==> src/rtl/branch_cmp_seq.sv <==
// Multi-cycle RISC-V branch comparator: scans operands MSB-first, one CHUNK-bit slice per cycle.
// Define BRANCH_CMP_EARLY_TERM_EN to stop at the first differing slice; otherwise every scan runs NCH slices.
module branch_cmp_seq #(
   parameter int unsigned N     = 32,
   parameter int unsigned CHUNK = 8
) (
   input  logic         clk_i,
   input  logic         rstn_i,
   input  logic         in_valid_i,
   output logic         in_ready_o,
   input  logic [2:0]   op_i,
   input  logic [N-1:0] a_i,
   input  logic [N-1:0] b_i,
   output logic         out_valid_o,
   input  logic         out_ready_i,
   output logic         taken_o,
   output logic         lt_o,
   output logic         eq_o
);

   localparam int unsigned NCH = N / CHUNK;
   localparam int unsigned IW  = (NCH > 1) ? $clog2(NCH) : 1;
   localparam logic [IW-1:0] IDX_TOP = IW'(NCH - 1);
   localparam logic [N-1:0]  MSB_MASK = {1'b1, {(N-1){1'b0}}};

   typedef enum logic [1:0] {
      IDLE = 2'd0,
      SCAN = 2'd1,
      DONE = 2'd2
   } state_t;

   state_t          state_q, state_d;
   logic [N-1:0]    a_q, a_d;
   logic [N-1:0]    b_q, b_d;
   logic [2:0]      op_q, op_d;
   logic [IW-1:0]   idx_q, idx_d;
   logic            lt_q, lt_d;
   logic            eq_q, eq_d;
   logic            taken_q, taken_d;
`ifndef BRANCH_CMP_EARLY_TERM_EN
   logic            decided_q, decided_d;
   logic            lt_scan_q, lt_scan_d;
`endif

   logic [NCH-1:0][CHUNK-1:0] a_sl, b_sl;
   logic [CHUNK-1:0]          sl_a, sl_b;
   logic                      sl_diff, sl_lt;

   assign a_sl    = a_q;
   assign b_sl    = b_q;
   assign sl_a    = a_sl[idx_q];
   assign sl_b    = b_sl[idx_q];
   assign sl_diff = (sl_a != sl_b);
   assign sl_lt   = (sl_a < sl_b);

   function automatic logic branch_taken(input logic [2:0] op, input logic lt, input logic eq);
      logic t;
      case (op)
         3'b000:          t = eq;
         3'b001:          t = ~eq;
         3'b100, 3'b110:  t = lt;
         3'b101, 3'b111:  t = ~lt;
         default:         t = 1'b0;
      endcase
      return t;
   endfunction

   always_ff @(posedge clk_i or negedge rstn_i) begin : state_reg
      if (!rstn_i) state_q <= IDLE;
      else         state_q <= state_d;
   end

   always_ff @(posedge clk_i or negedge rstn_i) begin : data_reg
      if (!rstn_i) begin
         a_q       <= '0;
         b_q       <= '0;
         op_q      <= '0;
         idx_q     <= IDX_TOP;
         lt_q      <= 1'b0;
         eq_q      <= 1'b0;
         taken_q   <= 1'b0;
`ifndef BRANCH_CMP_EARLY_TERM_EN
         decided_q <= 1'b0;
         lt_scan_q <= 1'b0;
`endif
      end else begin
         a_q       <= a_d;
         b_q       <= b_d;
         op_q      <= op_d;
         idx_q     <= idx_d;
         lt_q      <= lt_d;
         eq_q      <= eq_d;
         taken_q   <= taken_d;
`ifndef BRANCH_CMP_EARLY_TERM_EN
         decided_q <= decided_d;
         lt_scan_q <= lt_scan_d;
`endif
      end
   end

   always_comb begin : next_comb
      state_d   = state_q;
      a_d       = a_q;
      b_d       = b_q;
      op_d      = op_q;
      idx_d     = idx_q;
      lt_d      = lt_q;
      eq_d      = eq_q;
      taken_d   = taken_q;
`ifndef BRANCH_CMP_EARLY_TERM_EN
      decided_d = decided_q;
      lt_scan_d = lt_scan_q;
`endif
      case (state_q)
         IDLE: begin
            if (in_valid_i) begin
               // Flipping the sign bit maps two's-complement order onto unsigned order.
               if (op_i[2:1] == 2'b10) begin
                  a_d = a_i ^ MSB_MASK;
                  b_d = b_i ^ MSB_MASK;
               end else begin
                  a_d = a_i;
                  b_d = b_i;
               end
               op_d      = op_i;
               idx_d     = IDX_TOP;
`ifndef BRANCH_CMP_EARLY_TERM_EN
               decided_d = 1'b0;
               lt_scan_d = 1'b0;
`endif
               state_d   = SCAN;
            end
         end
         SCAN: begin
`ifdef BRANCH_CMP_EARLY_TERM_EN
            if (sl_diff) begin
               lt_d    = sl_lt;
               eq_d    = 1'b0;
               state_d = DONE;
            end else if (idx_q == '0) begin
               lt_d    = 1'b0;
               eq_d    = 1'b1;
               state_d = DONE;
            end else begin
               idx_d   = idx_q - IW'(1);
            end
`else
            if (!decided_q && sl_diff) begin
               decided_d = 1'b1;
               lt_scan_d = sl_lt;
            end
            // lt/eq outputs only change at the end so they hold their last result while scanning.
            if (idx_q == '0) begin
               lt_d    = decided_d ? lt_scan_d : 1'b0;
               eq_d    = ~decided_d;
               state_d = DONE;
            end else begin
               idx_d   = idx_q - IW'(1);
            end
`endif
            if (state_d == DONE) taken_d = branch_taken(op_q, lt_d, eq_d);
         end
         DONE: begin
            if (out_ready_i) state_d = IDLE;
         end
         default: state_d = IDLE;
      endcase
   end

   always_comb begin : out_comb
      in_ready_o  = (state_q == IDLE);
      out_valid_o = (state_q == DONE);
      taken_o     = taken_q;
      lt_o        = lt_q;
      eq_o        = eq_q;
   end

endmodule
==> config.mk <==
export PLATFORM = sky130hd
export DESIGN_NAME = branch_cmp_seq
export DESIGN_NICKNAME = d
export VERILOG_FILES = /design/src/rtl/branch_cmp_seq.sv
export SDC_FILE = /design/constraint.sdc
export NUM_CORES = 1
export LEC_CHECK = 0
export BUFFER_PORTS_ARGS = -buffer_cell sky130_fd_sc_hd__buf_2
export CELL_PAD_IN_SITES_DETAIL_PLACEMENT = 0
export CELL_PAD_IN_SITES_GLOBAL_PLACEMENT = 1
export CORE_ASPECT_RATIO = 0.6
export CORE_MARGIN = 2
export CORE_UTILIZATION = 25
export CTS_CLUSTER_DIAMETER = 60
export DETAILED_ROUTE_END_ITERATION = 8
export PLACE_DENSITY_LB_ADDON = 0.1
export SYNTH_ARGS = -nofsm -noshare
export SYNTH_HDL_FRONTEND = slang
export SYNTH_SLANG_ARGS = --single-unit
==> constraint.sdc <==
create_clock -name clk_i -period 7 [get_ports clk_i]
set_input_delay 0.35 -clock clk_i [delete_from_list [all_inputs] [get_ports clk_i]]
set_output_delay 0.35 -clock clk_i [all_outputs]
set_load 0.02 [all_outputs]
Word level (Yosys, flattened, before mapping)
Cells that the tools add are included.
W data, S select, Z words.
Cells by class
  add/subtract/negate cells: 1
  multiply operators: 0
  divide/modulo/power cells: 0
  magnitude comparators: 2
  equal/unequal tests: 13
  shift operators: 0
  multiplexer cells: 26
  bitwise operators: 5
  reduce and logical (&&, ||, !) cells: 13
Operator list (count)
  $mux W32: 2
  $bmux W8 S2: 2
  $mux W8: 2
  $eq A3 B3 Y1 const B: 4
  $mux W2: 6
  $mux W1: 9
  $lt A8 B8 Y1: 1
  $ne A8 B8 Y1: 1
  $reduce_and A2 Y1: 4
  $eq A2 B2 Y1 const B: 3
  $pmux W2 S3: 1
  $not A1 Y1: 5
  $logic_not A2 Y1: 2
  $ne A2 B2 Y1 const B: 2
  $pmux W1 S2: 2
  $pmux W1 S4: 1
  $pmux W2 S2: 1
  $reduce_or A2 Y1: 2
  $eq A3 B1 Y1 const B: 1
  $logic_not A3 Y1: 1
  $lt A2 B3 Y1 const B: 1
  $reduce_and A3 Y1: 1
  $eq A2 B1 Y1 const B: 1
  $ne A2 B1 Y1 const B: 1
  4 further kinds: 4
Word-level totals
  register bits: 76
  bits in latches: 0
  RAM bits: 0
  memory bits (read-only): 0
  input port bits: 71
  output and inout port bits: 5
  memories kept: 0

Longest topological paths before layout
Gate-level depths: netlist of the first run.
  word-level depth: 11
  gate-level depth with buffers: 9
  gate-level depth less buffers: 8

Worst setup path before layout of the first run
Ideal clock, no wire load.
  path kind: register to register
  start: register idx_q[0]
  end: register lt_q (netlist: lt_o)
  setup time: 95 ps
  data arrival time: 2479 ps
  path slack: 4426 ps
  cell stages (with the launch flop): 9
  buffers on the path: 1
  period minus slack after synthesis: 2574 ps
  path through: dfstp_2 > buf_2 > mux4_2 > ha_1 > a21oi_1 > nor2_1 > a2111oi_4 > a21oi_1 > o31ai_1
On the way
  longest elaborated chain between the ends: 9
Ends and longest elaborated chain
  from (decl): line 36  | logic [IW-1:0] idx_q, idx_d;
  from (signal assigned): line 90  | idx_q <= idx_d;
  parallel branches: the longest is 7 deep, another holds $lt A8 B8 Y1
  $mux W1 (*): line 153  | if (idx_q == '0) begin
  $mux W1 (*): line 114  | case (state_q)
  to (signal assigned): line 91  | lt_q <= lt_d;
  to (decl): line 37  | logic lt_q, lt_d;
Every way passes the cells marked *. The select of a mux whose other input is x is not followed.
A chain may end at the register's enable or synchronous reset.

Final worst setup path of the first run
  start: register idx_q[0]
  end: register taken_q (netlist: taken_o)
On the way
  longest elaborated chain between the ends: 11
Ends and longest elaborated chain
  parallel branches: the longest is 11 deep, another holds $lt A8 B8 Y1
  to (signal assigned): line 93  | taken_q <= taken_d;
  to (decl): line 39  | logic taken_q, taken_d;
Parallel ways; which one is timed is not known. The select of a mux whose other input is x is not followed.

==> flow_summary.yaml, run 1 <==
sta:
  post-route-period-util_pct: 43.9
  fmax_ghz: 0.325
  slew_headroom_pct: 31.7
  fin_hold_ws_ns: 0.154
  grt_setup_unrepaired: "false"
  finalSetupTns_ns: 0
  drv_slew: 0
  setup_viol: 0
  finalHoldViolCount: 0
  tightest_slew_ns: 1.02
  finalCriticalPeriod_ns: 3.08
  skew_ns: 0.00675
  fin_ws_ns: 3.92
critical_path:
  critPathRequiredTime_ns: 7.21
  path_cells: "mux4_2, ha_1, nand4_2, nor3_4, a311oi_1, o221ai_2, o221ai_2"
  max_stage_delay_ns: 0.96
  critical_path_arrival_ns: 3.29
  slowest_stage: "dfstp_2"
  rrSetupSlack_ns: 3.92
  r2r_start: "idx_q[0]"
  cp-end-kind: "flip-flop"
  crit_family: "flip-flops"
  crit_start: "idx_q[0]"
  crit_fanout: 20
  crit_path_start_kind: "flip-flop"
  cp_common_cell: "o221ai_2"
  crit_type: "reg -> reg"
  critPathBufInv: 0
synth:
  syn_area_per_cell_sq_um: 15.5
  synthTopCellsByArea: "dfrtp_1 47%, mux2_4 24%, mux4_2 9.1%"
  synth_top_area_cell: "dfrtp_1"
  ys_ff_latch: 76
  synth_edf_count: 0
  synthCells: 257
  yosysSeqAreaShare_pct: 47.9
  synthFlopType: "dfrtp_1"
  synth_common_cells: "74 x dfrtp_1, 64 x mux2_4, 16 x mux4_2, 15 x nor2_1, 13 x inv_1"
  netlist_area_sq_um: 3970
  synth_top_area_share_pct: 46.6
  yosys.cell_count.top_type: "dfrtp_1"
  ys_types: 41
  synth_nets: 337
  yosysWarningCount: 0
  synthArstFlopShare_pct: 100
grt:
  use_met1_pct: 18.2
  top_usage_layer: "met1"
  track_usage_pct: 11.7
  met3_usage_pct: 3.83
  antenna_found_initial: 0
  grt_pass1_vias: 2539
  grt_use_met2_pct: 14.9
  grt_overflow_total: 0
  grt_start_max_net_pins: 77
  grt_pass1_wl_um: 14800
floorplanning:
  start_util_pct: 25.7
  die_w_um: 167
  pin_count: 76
  die-area_sq_um: 17000
  core.rowCount: 35
  die_y_um: 102
  core_area_sq_um: 15500
routing:
  first_iter_violations: 107
  viasPerCell: 4.14
  ant_nets: 0
  dr_total_vias: 2229
  dr.pass1.iters: 5
  wl_per_cell_um: 17.0
  totalWireLength_um: 9150
  route.detailed.drc: 0
placement:
  place_inst: 523
  dp_hpwl_um: 6270
  gp_congestion: 0.670
  pre_cts_ws_ns: 3.86
  portBuffers: 75
clock_tree:
  insertion_delay_ns: 0.33
  postCtsSetupRepairBufs: 0
  cts.sinks: 76
  htreeDepth: 3
  clk_pin_slew_worst_paths_ns: 0.06
  cts_tree: "yes"
  cts_buffer_depth: 2
  numCtsBuffers: 9
  hold_buffers: 0
  cts_resized: 0
  cts_root_buf: "clkbuf_16"
cells_and_area:
  seqCellArea_sq_um: 1900
  area_growth_pct: 21.4
  antennaDiodeCount: 0
  multi_input_area_sq_um: 1880
  finish.net_count: 411
  fill_cells: 1543
  final_core_util_pct: 31.2
  layout-drive-gt1-share_pct: 54.2
  stdcell_count: 539
power_and_ir_drop:
  p_leak_nw: 2.26
  power.density_nw_per_um2: 507
  peakVddDrop_mv: 0.125
hold_path:
  hold_class: "in -> async"
flow_run:
  cap_viol_max_count: 0
run_status:
  status: "finished, final reports clean"
per-layer routing:
layer / vias up / wire, um
met5: - / 0
met1: 1073 / 5260
met4: 0 / 93
met2: 60 / 3340
li1: 1087 / -
met3: 9 / 452
worst paths after layout:
| path | end | depth (start not counted) |
|---|---|---|
| max in group asynchronous | op_q[1] | 1 |
| max | taken_o | 7 |
| max reg2reg | taken_o | 7 |
| min reg2reg | a_q[25] | 1 |
| min | b_q[18] | 1 |
| min in group clk_i | state_q[1] | 2 |
worst register-to-register path, cell delays in order (launching register included):
cell and delay (ns):
dfstp_2 0.96, mux4_2 0.61, ha_1 0.39, nand4_2 0.18, nor3_4 0.33, a311oi_1 0.16, o221ai_2 0.21, o221ai_2 0.11
placed cells by master (no fill, tap or decap), types with 3 or more instances in the layout:
master | Yosys | final
nor2_1 | 15 | 15
inv_1 | 13 | 13
nand2_1 | 5 | 5
buf_2 | 4 | 74
mux4_2 | 16 | 16
mux2_4 | 64 | 64
clkbuf_16 | 0 | 9
ha_1 | 9 | 9
bufinv_16 | 0 | 3
a21oi_1 | 9 | 9
dfrtp_1 | 74 | 74
o21ai_0 | 4 | 4
power by group:
part           switching [W]  leakage, nW  total, W  internal, W
Sequential          0.000204        0.898  0.000870     0.000666
Combinational       0.000395         1.19   0.00103     0.000631
Clock               0.000185        0.173  0.000552     0.000368
Total               0.000784         2.26   0.00245      0.00166
layout make-up:
class                      instances  share of cell area [%]
tap                              203                    5.26
inverter                          13                    1.01
multi-input combinational        155                    39.0
clock buffer                      12                    5.32
clock inverter                     4                    1.97
sequential                        76                    39.5
timing repair buffer              76                    7.99
registers in the layout, indices dropped and copies added (netlist names):
register / flops
a_q: 32
b_q: 32
op_q: 3
idx_q: 2
state_q: 2
decided_q: 1
eq_o: 1
lt_o: 1
lt_scan_q: 1
taken_o: 1
stage by stage:
step	cell area, sq um	power (W)
2_1_floorplan	3970	0.00171
3_3_place_gp	4470	0.00193
3_5_place_dp	4470	0.00192
4_1_cts	4820	0.00249
5_1_grt	4820	0.00264
6_report	4820	0.00245
cells by family after synthesis:
logic type,synth area share (%)
muxes,34.1
xor gates and xnor gates,0.661
and+or+nand+nor,5.04
AOI/OAI and AO/OA,4.72
buffers and inverters,4.75
adders and majority gates,2.83
DFF,47.9
No activity file was read; power rests on OpenSTA's default activity.
==> inputs of run 2 (changes only) <==
Settings changed: ABC_AREA set to 1.
Clock period 7 ns to 3 ns, I/O delays scaled along.
==> flow_summary.yaml, run 2 <==
sta:
  finalCriticalPeriod_ns: 2.42
  slew_headroom_pct: 33.2
  setup_viol: 0
  fmax_ghz: 0.414
  grt_setup_unrepaired: "false"
  finalHoldViolCount: 31
  drv_slew: 0
  tightest_slew_ns: 1.00
  finalSetupTns_ns: 0
  fin_hold_ws_ns: -0.0518
  post-route-period-util_pct: 80.6
  skew_ns: 0.00739
  fin_ws_ns: 0.583
run_status:
  violations: "hold timing"
  status: "complete, but fails checks"
critical_path:
  rrSetupSlack_ns: 0.58
  crit_path_start_kind: "flip-flop"
  r2r_start: "idx_q[0]"
  slowest_stage: "inv_2"
  crit_type: "reg -> reg"
  crit_fanout: 33
  cp_common_cell: "nand2_1"
  max_stage_delay_ns: 0.39
  cp-end-kind: "flip-flop"
  critical_path_arrival_ns: 2.64
  path_cells: "inv_2, nand2_1, a32o_1, ha_1, nand2_1, nor2_4, nand3_2, nand2_2, inv_1, nand2_2, nand2_1, nand2_1, nand3_1, nand2_1, nand2_1"
  worstRegToRegCells: 15
  critPathRequiredTime_ns: 3.23
  rr_endpoint: "taken_o"
placement:
  gp_congestion: 0.731
  portBuffers: 75
  pre_cts_ws_ns: 0.594
  dp_hpwl_um: 7450
synth:
  synthFlopType: "dfrtp_1"
  yosysWarningCount: 0
  synthCells: 469
  yosys.cell_count.top_type: "nand2_1"
  netlist_area_sq_um: 3680
  synth_edf_count: 0
  synth_top_area_share_pct: 50.3
  ys_types: 25
  synth_common_cells: "242 x nand2_1, 74 x dfrtp_1, 24 x nor2_1, 23 x o21ai_0, 16 x inv_1"
  ys_ff_latch: 76
  synthArstFlopShare_pct: 100
  synth_nets: 549
  yosysSeqAreaShare_pct: 51.8
  synth_top_area_cell: "dfrtp_1"
  synthTopCellsByArea: "dfrtp_1 50%, nand2_1 25%, o21ai_0 3.1%"
  syn_area_per_cell_sq_um: 7.84
power_and_ir_drop:
  power.density_nw_per_um2: 1150
  peakVddDrop_mv: 0.289
  p_leak_nw: 2.41
cells_and_area:
  area_growth_pct: 24.6
  biggestRegsByFlops: "a_q: 32 flops, b_q: 32 flops, op_q: 3 flops"
  layout-drive-gt1-share_pct: 21.3
  final_cell_mix: "242 x nand2_1, 74 x dfrtp_1, 74 x buf_2"
  antennaDiodeCount: 0
  final_common_cell: "nand2_1"
  finish.net_count: 620
routing:
  totalWireLength_um: 10400
  viasPerCell: 4.24
  first_iter_violations: 206
  route.detailed.drc: 0
  ant_nets: 0
  dr.pass1.iters: 4
  wl_per_cell_um: 14.0
  dr_total_vias: 3149
floorplanning:
  start_util_pct: 25.5
  die_y_um: 98.0
  die_w_um: 161
  core.rowCount: 34
  pin_count: 76
  die-area_sq_um: 15700
  core_area_sq_um: 14400
grt:
  grt_start_max_net_pins: 77
  grt_pass1_vias: 3219
  track_usage_pct: 14.1
  antenna_found_initial: 0
  grt_overflow_total: 0
  grt_pass1_wl_um: 17200
flow_run:
  cap_viol_max_count: 0
clock_tree:
  cts_root_buf: "clkbuf_16"
  cts_tree: "yes"
  insertion_delay_ns: 0.34
  cts_resized: 0
  numCtsBuffers: 9
  cts_buffer_depth: 2
  htreeDepth: 3
  postCtsSetupRepairBufs: 0
  cts.sinks: 76
  clk_pin_slew_worst_paths_ns: 0.06
hold_path:
  hold_class: "in -> async"
==> run 2: cell types whose count changed after synthesis, moves of 9 or more <==
cell / change
nand2_1: +237
mux2_4: -64
o21ai_0: +19
mux4_2: -16
nand2_2: +9
nor2_1: +9
==> run 2: final cells by class <==
cell class	instances	area, sq um
fillers	1577	9840
flip-flops and latches	76	1900
multi-input cells	350	1580
repair buffers	83	445
clock buffers	11	253
well taps	198	248
inverters	20	75.1
clock inverters	4	72.6
==> run 2: cell families (layout without fill, tap and decap cells) <==
logic type	after synthesis	in the layout	share of synthesized area [%]
buf+inv	43	118	5.17
fa+ha+maj	9	9	3.06
simple gates	283	283	30.3
xor+xnor	2	2	0.476
compound gates	56	56	9.22
flops	76	76	51.8
==> run 2: timing repair <==
item / in CTS / in global routing
endpoints found under the hold margin: 3 / 0
hold buffers: 3 / 0
endpoints found under the setup margin: 0 / 0
==> run 2: worst max path at each step <==
stage                     startpoint       to  depth (start not counted)
final                       idx_q[0]  taken_o                         15
after global routing        idx_q[0]  taken_o                         17
after CTS                   idx_q[1]  taken_o                         16
after floorplan             idx_q[0]  taken_o                         18
after detailed placement    idx_q[0]  taken_o                         17
after global placement      idx_q[0]  taken_o                         15
==> run 2: power by group <==
part | total, W | internal (W) | leakage (nW) | switching [W]
clock | 0.00118 | 0.000767 | 0.158 | 0.000417
sequential | 0.00187 | 0.00152 | 0.939 | 0.000353
combinational | 0.00223 | 0.000826 | 1.32 | 0.00141
total | 0.00529 | 0.00311 | 2.41 | 0.00218
==> run 2: critical path, delay by kind of cell (launching register included) <==
kind	cells	cell delay (ns)
AO/OA/AOI/OAI	1	0.26
adder cells (fa/ha/maj)	1	0.29
buffers and inverters	2	0.44
flip-flops	1	0.38
AND/OR/NAND/NOR	11	0.91
==> run 2: metrics by stage <==
| step | power [W] | util (%) | hold slack, ns | cell area, sq um | std cells |
|---|---|---|---|---|---|
| finish | 0.00529 | 31.8 | -0.0518 | 4580 | 742 |
| global route | 0.00581 | 31.8 | 0.00785 | 4580 | 742 |
| CTS | 0.00539 | 31.8 | 0.00130 | 4580 | 742 |
| detailed placement | 0.00416 | 29.3 | 0.343 | 4230 | 724 |
| floorplan | 0.00350 | - | -0.146 | 3680 | 469 |
| global placement | 0.00416 | 29.3 | 0.337 | 4230 | 724 |
==> run 2: routing by layer <==
metal	vias to the layer above	track usage [%]	routed length (um)
met1	1450	21.4	5670
met4	0	3.95	112
met5	-	0	0
li1	1621	-	-
met3	10	3.57	445
met2	68	19.6	4160
